--- src/rtl/basic_ram_pkg.sv ---
// Shared types and helpers for the basic_ram family.
// Holds the sequencer state type, read-mode constants and the parity helper
// used by both ports of param_dp_ram.
package basic_ram_pkg;

  typedef enum logic {
    ST_CLEAR = 1'b0,
    ST_RUN   = 1'b1
  } ram_state_e;

  // Values for the RD_MODE parameter.
  localparam int RD_FIRST = 0;  // a read colliding with a write returns the old word
  localparam int WR_FIRST = 1;  // a read colliding with a write returns the new word

  // Widest data word the parity helper accepts; callers zero-extend.
  localparam int PAR_MAX_W = 64;

  // Even parity: the stored bit makes the total number of ones even.
  function automatic logic parity(input logic [PAR_MAX_W-1:0] data);
    return ^data;
  endfunction

endpackage

--- src/rtl/ram_rd_port.sv ---
// Read side of one RAM port: request decode, same-address collision bypass,
// and the registered dout/rvalid/perr outputs.
// Optional feature: `define RAM_PARITY_EN enables the parity check on read.
module ram_rd_port
  import basic_ram_pkg::*;
#(
  parameter int DATA_W  = 4,
  parameter int ADDR_W  = 5,
  parameter int MEM_W   = 4,
  parameter int RD_MODE = RD_FIRST
) (
  input  logic              clk,
  input  logic              rst,
  input  logic              en_i,          // sequencer finished clearing
  input  logic              cs_i,
  input  logic              we_i,
  input  logic              oe_i,
  input  logic [ADDR_W-1:0] addr_i,
  input  logic [MEM_W-1:0]  mem_rdata_i,   // array word at addr_i
  input  logic              peer_wr_i,     // other port writes this cycle
  input  logic [ADDR_W-1:0] peer_addr_i,
  input  logic [MEM_W-1:0]  peer_wdata_i,  // word the other port is storing
  output logic [DATA_W-1:0] dout_o,
  output logic              rvalid_o,
  output logic              perr_o
);

  logic              rd_req;
  logic              bypass;
  logic [MEM_W-1:0]  rd_word;
  logic [DATA_W-1:0] dout_d, dout_q;
  logic              rvalid_d, rvalid_q;
  logic              perr_d, perr_q;

  assign rd_req  = en_i & cs_i & ~we_i & oe_i;
  assign bypass  = (RD_MODE == WR_FIRST) && peer_wr_i && (peer_addr_i == addr_i);
  assign rd_word = bypass ? peer_wdata_i : mem_rdata_i;

  // Next-state for the read registers: load on a read, otherwise hold dout.
  always_comb begin
    // NOTE: every output of a combinational block gets a default first, so no path leaves it unassigned and no latch is inferred.
    dout_d   = dout_q;
    rvalid_d = 1'b0;
    perr_d   = 1'b0;
    if (rd_req) begin
      dout_d   = rd_word[DATA_W-1:0];
      rvalid_d = 1'b1;
`ifdef RAM_PARITY_EN
      perr_d   = parity(PAR_MAX_W'(rd_word[DATA_W-1:0])) != rd_word[MEM_W-1];
`endif
    end
  end

  // Read registers; reset discards any read that was in flight.
  always_ff @(posedge clk or posedge rst) begin
    // NOTE: sequential state uses non-blocking assignments so every register samples pre-edge values.
    if (rst) begin
      dout_q   <= '0;
      rvalid_q <= 1'b0;
      perr_q   <= 1'b0;
    end else begin
      dout_q   <= dout_d;
      rvalid_q <= rvalid_d;
      perr_q   <= perr_d;
    end
  end

  assign dout_o   = dout_q;
  assign rvalid_o = rvalid_q;
  assign perr_o   = perr_q;

endmodule

--- src/rtl/param_dp_ram.sv ---
// True dual-port synchronous RAM with a post-reset clear sweep.
// After rst release the sequencer zeroes every word (DEPTH cycles), then
// raises ready and serves ports A and B. Port A wins a same-address
// write collision; RD_MODE picks old or new data on a read/write collision.
// Optional feature: `define RAM_PARITY_EN stores an even-parity bit per word
// and reports mismatches on perr_a/perr_b; otherwise those are tied low.
module param_dp_ram
  import basic_ram_pkg::*;
#(
  parameter int DATA_W  = 4,
  parameter int DEPTH   = 32,
  parameter int ADDR_W  = $clog2(DEPTH),
  parameter int RD_MODE = RD_FIRST
) (
  input  logic              clk,
  input  logic              rst,
  output logic              ready,
  input  logic              cs_a,
  input  logic              we_a,
  input  logic              oe_a,
  input  logic [ADDR_W-1:0] addr_a,
  input  logic [DATA_W-1:0] din_a,
  output logic [DATA_W-1:0] dout_a,
  output logic              rvalid_a,
  input  logic              cs_b,
  input  logic              we_b,
  input  logic              oe_b,
  input  logic [ADDR_W-1:0] addr_b,
  input  logic [DATA_W-1:0] din_b,
  output logic [DATA_W-1:0] dout_b,
  output logic              rvalid_b,
  output logic              perr_a,
  output logic              perr_b,
  input  logic              inj_err
);

`ifdef RAM_PARITY_EN
  localparam int MEM_W = DATA_W + 1;
`else
  localparam int MEM_W = DATA_W;
`endif

  ram_state_e        state_q;
  logic [ADDR_W-1:0] ptr_q;
  logic              ready_q;
  logic [MEM_W-1:0]  mem_q [DEPTH];

  logic              wr_a, wr_b;
  logic [MEM_W-1:0]  wdata_a, wdata_b;
  logic              perr_a_int, perr_b_int;

  assign wr_a = ready_q & cs_a & we_a;
  assign wr_b = ready_q & cs_b & we_b;

`ifdef RAM_PARITY_EN
  // inj_err inverts the stored parity bit so the next read flags an error.
  assign wdata_a = {parity(PAR_MAX_W'(din_a)) ^ inj_err, din_a};
  assign wdata_b = {parity(PAR_MAX_W'(din_b)) ^ inj_err, din_b};
  assign perr_a  = perr_a_int;
  assign perr_b  = perr_b_int;
`else
  logic unused_parity;
  assign unused_parity = inj_err ^ perr_a_int ^ perr_b_int;
  assign wdata_a = din_a;
  assign wdata_b = din_b;
  assign perr_a  = 1'b0;
  assign perr_b  = 1'b0;
`endif

  // Clear sequencer: sweep every word once after reset, then stay in RUN.
  always_ff @(posedge clk or posedge rst) begin
    if (rst) begin
      state_q <= ST_CLEAR;
      ptr_q   <= '0;
      ready_q <= 1'b0;
    end else begin
      case (state_q)
        ST_CLEAR: begin
          ptr_q <= ptr_q + 1'b1;
          if (ptr_q == ADDR_W'(DEPTH - 1)) begin
            state_q <= ST_RUN;
            ready_q <= 1'b1;
          end
        end
        ST_RUN:  ready_q <= 1'b1;
        default: state_q <= ST_CLEAR;
      endcase
    end
  end

  // Storage array: clear sweep, else port writes with A applied last so it wins.
  always_ff @(posedge clk) begin
    // NOTE: the array has no reset branch so it maps onto RAM macros; the sweep zeroes it instead.
    if (state_q == ST_CLEAR) begin
      mem_q[ptr_q] <= '0;
    end else begin
      if (wr_b) mem_q[addr_b] <= wdata_b;
      if (wr_a) mem_q[addr_a] <= wdata_a;
    end
  end

  assign ready = ready_q;

  ram_rd_port #(
    .DATA_W (DATA_W),
    .ADDR_W (ADDR_W),
    .MEM_W  (MEM_W),
    .RD_MODE(RD_MODE)
  ) u_port_a (
    .clk         (clk),
    .rst         (rst),
    .en_i        (ready_q),
    .cs_i        (cs_a),
    .we_i        (we_a),
    .oe_i        (oe_a),
    .addr_i      (addr_a),
    .mem_rdata_i (mem_q[addr_a]),
    .peer_wr_i   (wr_b),
    .peer_addr_i (addr_b),
    .peer_wdata_i(wdata_b),
    .dout_o      (dout_a),
    .rvalid_o    (rvalid_a),
    .perr_o      (perr_a_int)
  );

  ram_rd_port #(
    .DATA_W (DATA_W),
    .ADDR_W (ADDR_W),
    .MEM_W  (MEM_W),
    .RD_MODE(RD_MODE)
  ) u_port_b (
    .clk         (clk),
    .rst         (rst),
    .en_i        (ready_q),
    .cs_i        (cs_b),
    .we_i        (we_b),
    .oe_i        (oe_b),
    .addr_i      (addr_b),
    .mem_rdata_i (mem_q[addr_b]),
    .peer_wr_i   (wr_a),
    .peer_addr_i (addr_a),
    .peer_wdata_i(wdata_a),
    .dout_o      (dout_b),
    .rvalid_o    (rvalid_b),
    .perr_o      (perr_b_int)
  );

endmodule
--- config.mk ---
export PLATFORM = sky130hd
export DESIGN_NAME = param_dp_ram
export DESIGN_NICKNAME = d
export VERILOG_FILES = /design/src/rtl/basic_ram_pkg.sv /design/src/rtl/ram_rd_port.sv /design/src/rtl/param_dp_ram.sv
export SDC_FILE = /design/constraint.sdc
export NUM_CORES = 1
export LEC_CHECK = 0
export CORE_MARGIN = 2
export CORE_UTILIZATION = 50
export CTS_BUF_LIST = sky130_fd_sc_hd__clkbuf_16
export CTS_CLUSTER_DIAMETER = 50
export DETAILED_ROUTE_END_ITERATION = 8
export HOLD_SLACK_MARGIN = 0.03
export MAX_ROUTING_LAYER = met4
export PLACE_DENSITY = 0.71
export SLEW_MARGIN = 20
export SYNTH_ARGS = -nofsm -noshare
export SYNTH_HDL_FRONTEND = slang
export SYNTH_SLANG_ARGS = --single-unit
--- constraint.sdc ---
create_clock -name clk -period 1.8 [get_ports clk]
set_input_delay 0.54 -clock clk [delete_from_list [all_inputs] [get_ports clk]]
set_output_delay 0.54 -clock clk [all_outputs]
set_load 0.02 [all_outputs]
Word level (Yosys, flattened, before mapping) --
Memory sizes are Yosys's and may differ from the RTL's. A register that Yosys moved wholly into a read port is not among the register bits. Cells that the tools add are included.
Operators by class: add/sub/neg operators 1, equal/unequal tests 2, multiplexer cells 16, bitwise gates (word level) 11, reduce and logical (&&, ||, !) cells 1
Operators by type and width (number):
- $mux W1 | 13
- $and A1 B1 Y1 | 8
- $add A5 B1 Y5 const B | 1
- $eq A5 B5 Y1 const B | 1
- $mux W5 | 1
- $mux W4 | 1
- $reduce_or A4 Y1 | 1
- $not A1 Y1 | 3
- $ne A2 B2 Y1 const B | 1
- $pmux W1 S2 | 1
Storage, ports and cells: flip-flop bits (word level) 9, bits in writable memories 128, input port bits 27, output and inout bits 13, logic and storage cells 37, memories kept 1
Memories:
- mem_q | words 32, width 4, read ports 2, clocked after Yosys merged registers in 2, wr ports 2, RTL line param_dp_ram.sv:46 | logic [MEM_W-1:0] mem_q [DEPTH];

Logic depth before layout (Yosys ltp) --
Gate-level depths: netlist of the first run.
word-level depth 7, mapped depth 8, gate-level depth less buffers 5

Modules after synthesis --
A second synthesis of the first run with hierarchy kept.
Unflattened totals: cells, all modules 567, area, all modules 8943.6 um^2
Modules (own cells, without submodules):
- param_dp_ram | times used 1, cells an instance 539, area an instance 8518.2 um^2, seq. area each 4018.9 um^2
- ram_rd_port | times used 2, cells an instance 14, area an instance 212.7 um^2, seq. area each 125.1 um^2

Least setup slack after synthesis of the first run --
No wires, ideal clock.
kind input to register, start input addr_a[1], end memory mem_q[25][0] (enable), library setup time 0.338 ns, arrival 1.833 ns, data required time 1.462 ns, path slack -0.370 ns, cell stages on the path 5, buffers on the path 2, cells stage by stage buf_4 -> buf_4 -> nand3b_1 -> nor3_1 -> o21bai_1
RTL lines:
- start: declaration | RTL line param_dp_ram.sv:21 | input logic [ADDR_W-1:0] addr_a,
- end: declaration | RTL line param_dp_ram.sv:46

==> run metrics, run 1 <==
status complete, but fails checks; failing checks setup timing; final core utilization 72.7%; n_diodes 0; Longest Clk Path Bufs 2; synthesized flop and latch total 145; DRC viols 0; Total GRT Usage 34.7%; Slowest cell on crit path or3b_4; CP peak stage delay 0.42 ns; routed wire length 31.3 mm; CP Capture Type register; proportion of layout cells with a drive suffix above 1 44.0%; cells after synthesis 767; sequential element share of the synthesized area 49.0%; CP startpoint kind register; Inserted Clock Buffers 17; CTS Hold Bufs 0; Non-Filler Instances 1155; Worst Skew 0.0132 ns; synth unique cells 54; largest net degree at the start of global routing 28; PnR worst setup slack -0.124 ns; most frequent cells in the layout 128 x edfxtp_1, 105 x nand2_1, 77 x buf_4; Finish-stage setup viols 185; Die Height 136 um; max_cap viols 0; Leak 4.88 nW; DR vias/cell 6.66; Reg area 4270 um^2; Power per Cell Area 728 nW/um^2; Final Cycle Share 107%; Async SR Flop Fraction 11.7%; Top Ports 40; worst-margin pin slew 0.688 ns; f_max 520 MHz; vias 7695; commonest non-fill, non-tap cell in the layout edfxtp_1; Clock Latency Late Sink 0.44 ns; DRT antenna net count 0; synthesized cell area 8720 um^2; Ys Warns 0; number of global-route vias before repair 7550; WS Path Type reg -> reg; multi-input combinational cell area 5170 um^2; hpwl dp 20.8 mm; CTS root buf clkbuf_16; Final GP Congestion 1.01; Avg WL per Cell 27.1 um; Reg clk slew, reported paths 0.07 ns; Initial DRT Pass Iterations 5; antenna violations before repair 0; Fillers 1050; Max H-tree Level 4; # rows 48; Placed Cells 1099; EDFF count, synth 128; largest fanout on the critical path 7; number of DRC markers in iteration 0 985; arrival time at the worst endpoint 2.05 ns; clock sinks 145; Max VDD drop 0.730 mV; worst hold path class in -> async; RSZ-0062 raised after global routing true; Die ar. 18500 um^2; Layout area overhead 43.2%; max-slew violations 0; total grt overflow 0; Initial Util 50.8%; TritonCTS clock tree built; min cycle time layout 1.92 ns; hold slack 0.506 ns; total power 9.09 mW; first-pass GRT wire length 44.8 mm; die extent in x 136 um; Final Hold Viols 0; core area 17200 um^2; syn_area_per_cell 11.4 um^2; worst-path cell chain and4_4, or3b_4, buf_12, buf_4, o22ai_4; Synth Flop Type edfxtp_1; Slew HR 54.1%; fin nets 947; CP required 1.92 ns; count of buffers from port buffering 36
-- cells in the mapped netlist, types with 3 or more instances --
| library cell | instances | area [um^2] |
|---|---|---|
| nand2_1 | 131 | 492 |
| edfxtp_1 | 128 | 3840 |
| o21ai_0 | 110 | 551 |
| mux2i_1 | 68 | 681 |
| mux2_2 | 34 | 383 |
| mux4_2 | 32 | 721 |
| nor2_1 | 25 | 93.8 |
| o22ai_1 | 25 | 156 |
| clkbuf_1 | 24 | 90.1 |
| a22oi_1 | 22 | 165 |
| dfrtp_1 | 17 | 425 |
| buf_2 | 16 | 80.1 |
| a21oi_1 | 14 | 70.1 |
| buf_4 | 10 | 75.1 |
| nand3_1 | 9 | 45.0 |
| a22o_1 | 8 | 70.1 |
| and2_1 | 8 | 50.1 |
| a221oi_1 | 7 | 61.3 |
| buf_6 | 6 | 67.6 |
| nand3b_1 | 6 | 45.0 |
| inv_1 | 5 | 18.8 |
| buf_1 | 4 | 15.0 |
| nor2b_1 | 4 | 25.0 |
| a221o_1 | 3 | 30.0 |
| a32oi_1 | 3 | 26.3 |
| nand2b_1 | 3 | 18.8 |
| nor2_8 | 3 | 60.1 |
| o21bai_1 | 3 | 22.5 |
| o41ai_1 | 3 | 26.3 |
| xnor2_1 | 3 | 26.3 |
-- registers in the layout (all words and copies together), names as in the netlist --
signal	flops
mem_q	128
ready	1
ptr_q	5
u_port_b.rvalid_o	1
u_port_b.dout_o	4
u_port_a.dout_o	4
u_port_a.rvalid_o	1
state_q	1
-- through the flow --
stage / area, um^2 / setup TNS [ns] / worst slack, ns
floorplan: 9180 / -20.71 / -0.190
global placement: 10700 / -164.62 / -0.761
detailed placement: 10700 / -173.62 / -0.803
CTS: 12000 / -8.52 / -0.150
global route: 12500 / -18.36 / -0.163
finish: 12500 / -8.24 / -0.124
-- worst paths after layout --
path                       slack, ns                 end          startpoint  cells after the start
max                            -0.12        mem_q[16][0]               ready                      5
min                             0.51   u_port_b.rvalid_o                 rst                      2
max reg2reg                    -0.12        mem_q[16][0]               ready                      5
min reg2reg                     0.51  u_port_a.dout_o[3]  u_port_a.dout_o[3]                      2
max in group asynchronous       0.85  u_port_a.dout_o[2]                 rst                      2
min in group clk                0.51  u_port_a.dout_o[3]  u_port_a.dout_o[3]                      2
-- routing by layer --
metal  global-route usage [%]  wire length [um]  vias up
met4                     20.2              1910        0
met1                     43.3             11200     3724
met5                        -                 0        -
met3                     6.11              3370      126
met2                     53.3             14800      576
li1                         -                 -     3269
-- where the power goes --
part           internal [mW]  total, mW  switching (mW)
Sequential              3.70       3.73          0.0309
Combinational          0.587       1.35           0.758
Clock                   2.59       4.02            1.43
-- what timing repair did --
action                     CTS  global route
buffers inserted            17            13
resized for setup          184           119
setup endpoints to repair  272           260
pin swaps                   45            44
cloned                       1             2
-- layout make-up --
class                      instances  area share [%]
sequential                       145            34.2
multi-input combinational        556            41.4
timing repair buffer             193            16.6
clock buffer                      17            3.41
clock inverter                    14            1.91
inverter                           5           0.170
tap                              225            2.25
-- logic make-up after synthesis --
family,count (synthesis),share of synthesized area (%)
flops,145,49.0
other cells,1,0.0430
fa+ha+maj,2,0.287
compound gates,204,14.2
buf+inv,67,4.23
xor+xnor,3,0.301
simple gates,211,11.5
mux,134,20.5
-- critical path, delay by kind of cell, from the launching register on --
kind                   cells  cell delay (ns)
and+or+nand+nor            2             0.68
AOI/OAI and AO/OA          1             0.20
buffers and inverters      2             0.32
DFF                        1             0.41
No activity file was read; power rests on OpenSTA's default activity.
==> run 2, diff against run 1 <==
SLEW_MARGIN = default   (was 20)
==> results of run 2 <==
No change in the layout: final DEF, timing and power equal those of run 1.
==> run 3, diff against run 2 <==
CAP_MARGIN = 10   (was default)
==> results of run 3 <==
No change in the layout: final DEF, timing and power equal those of run 1.
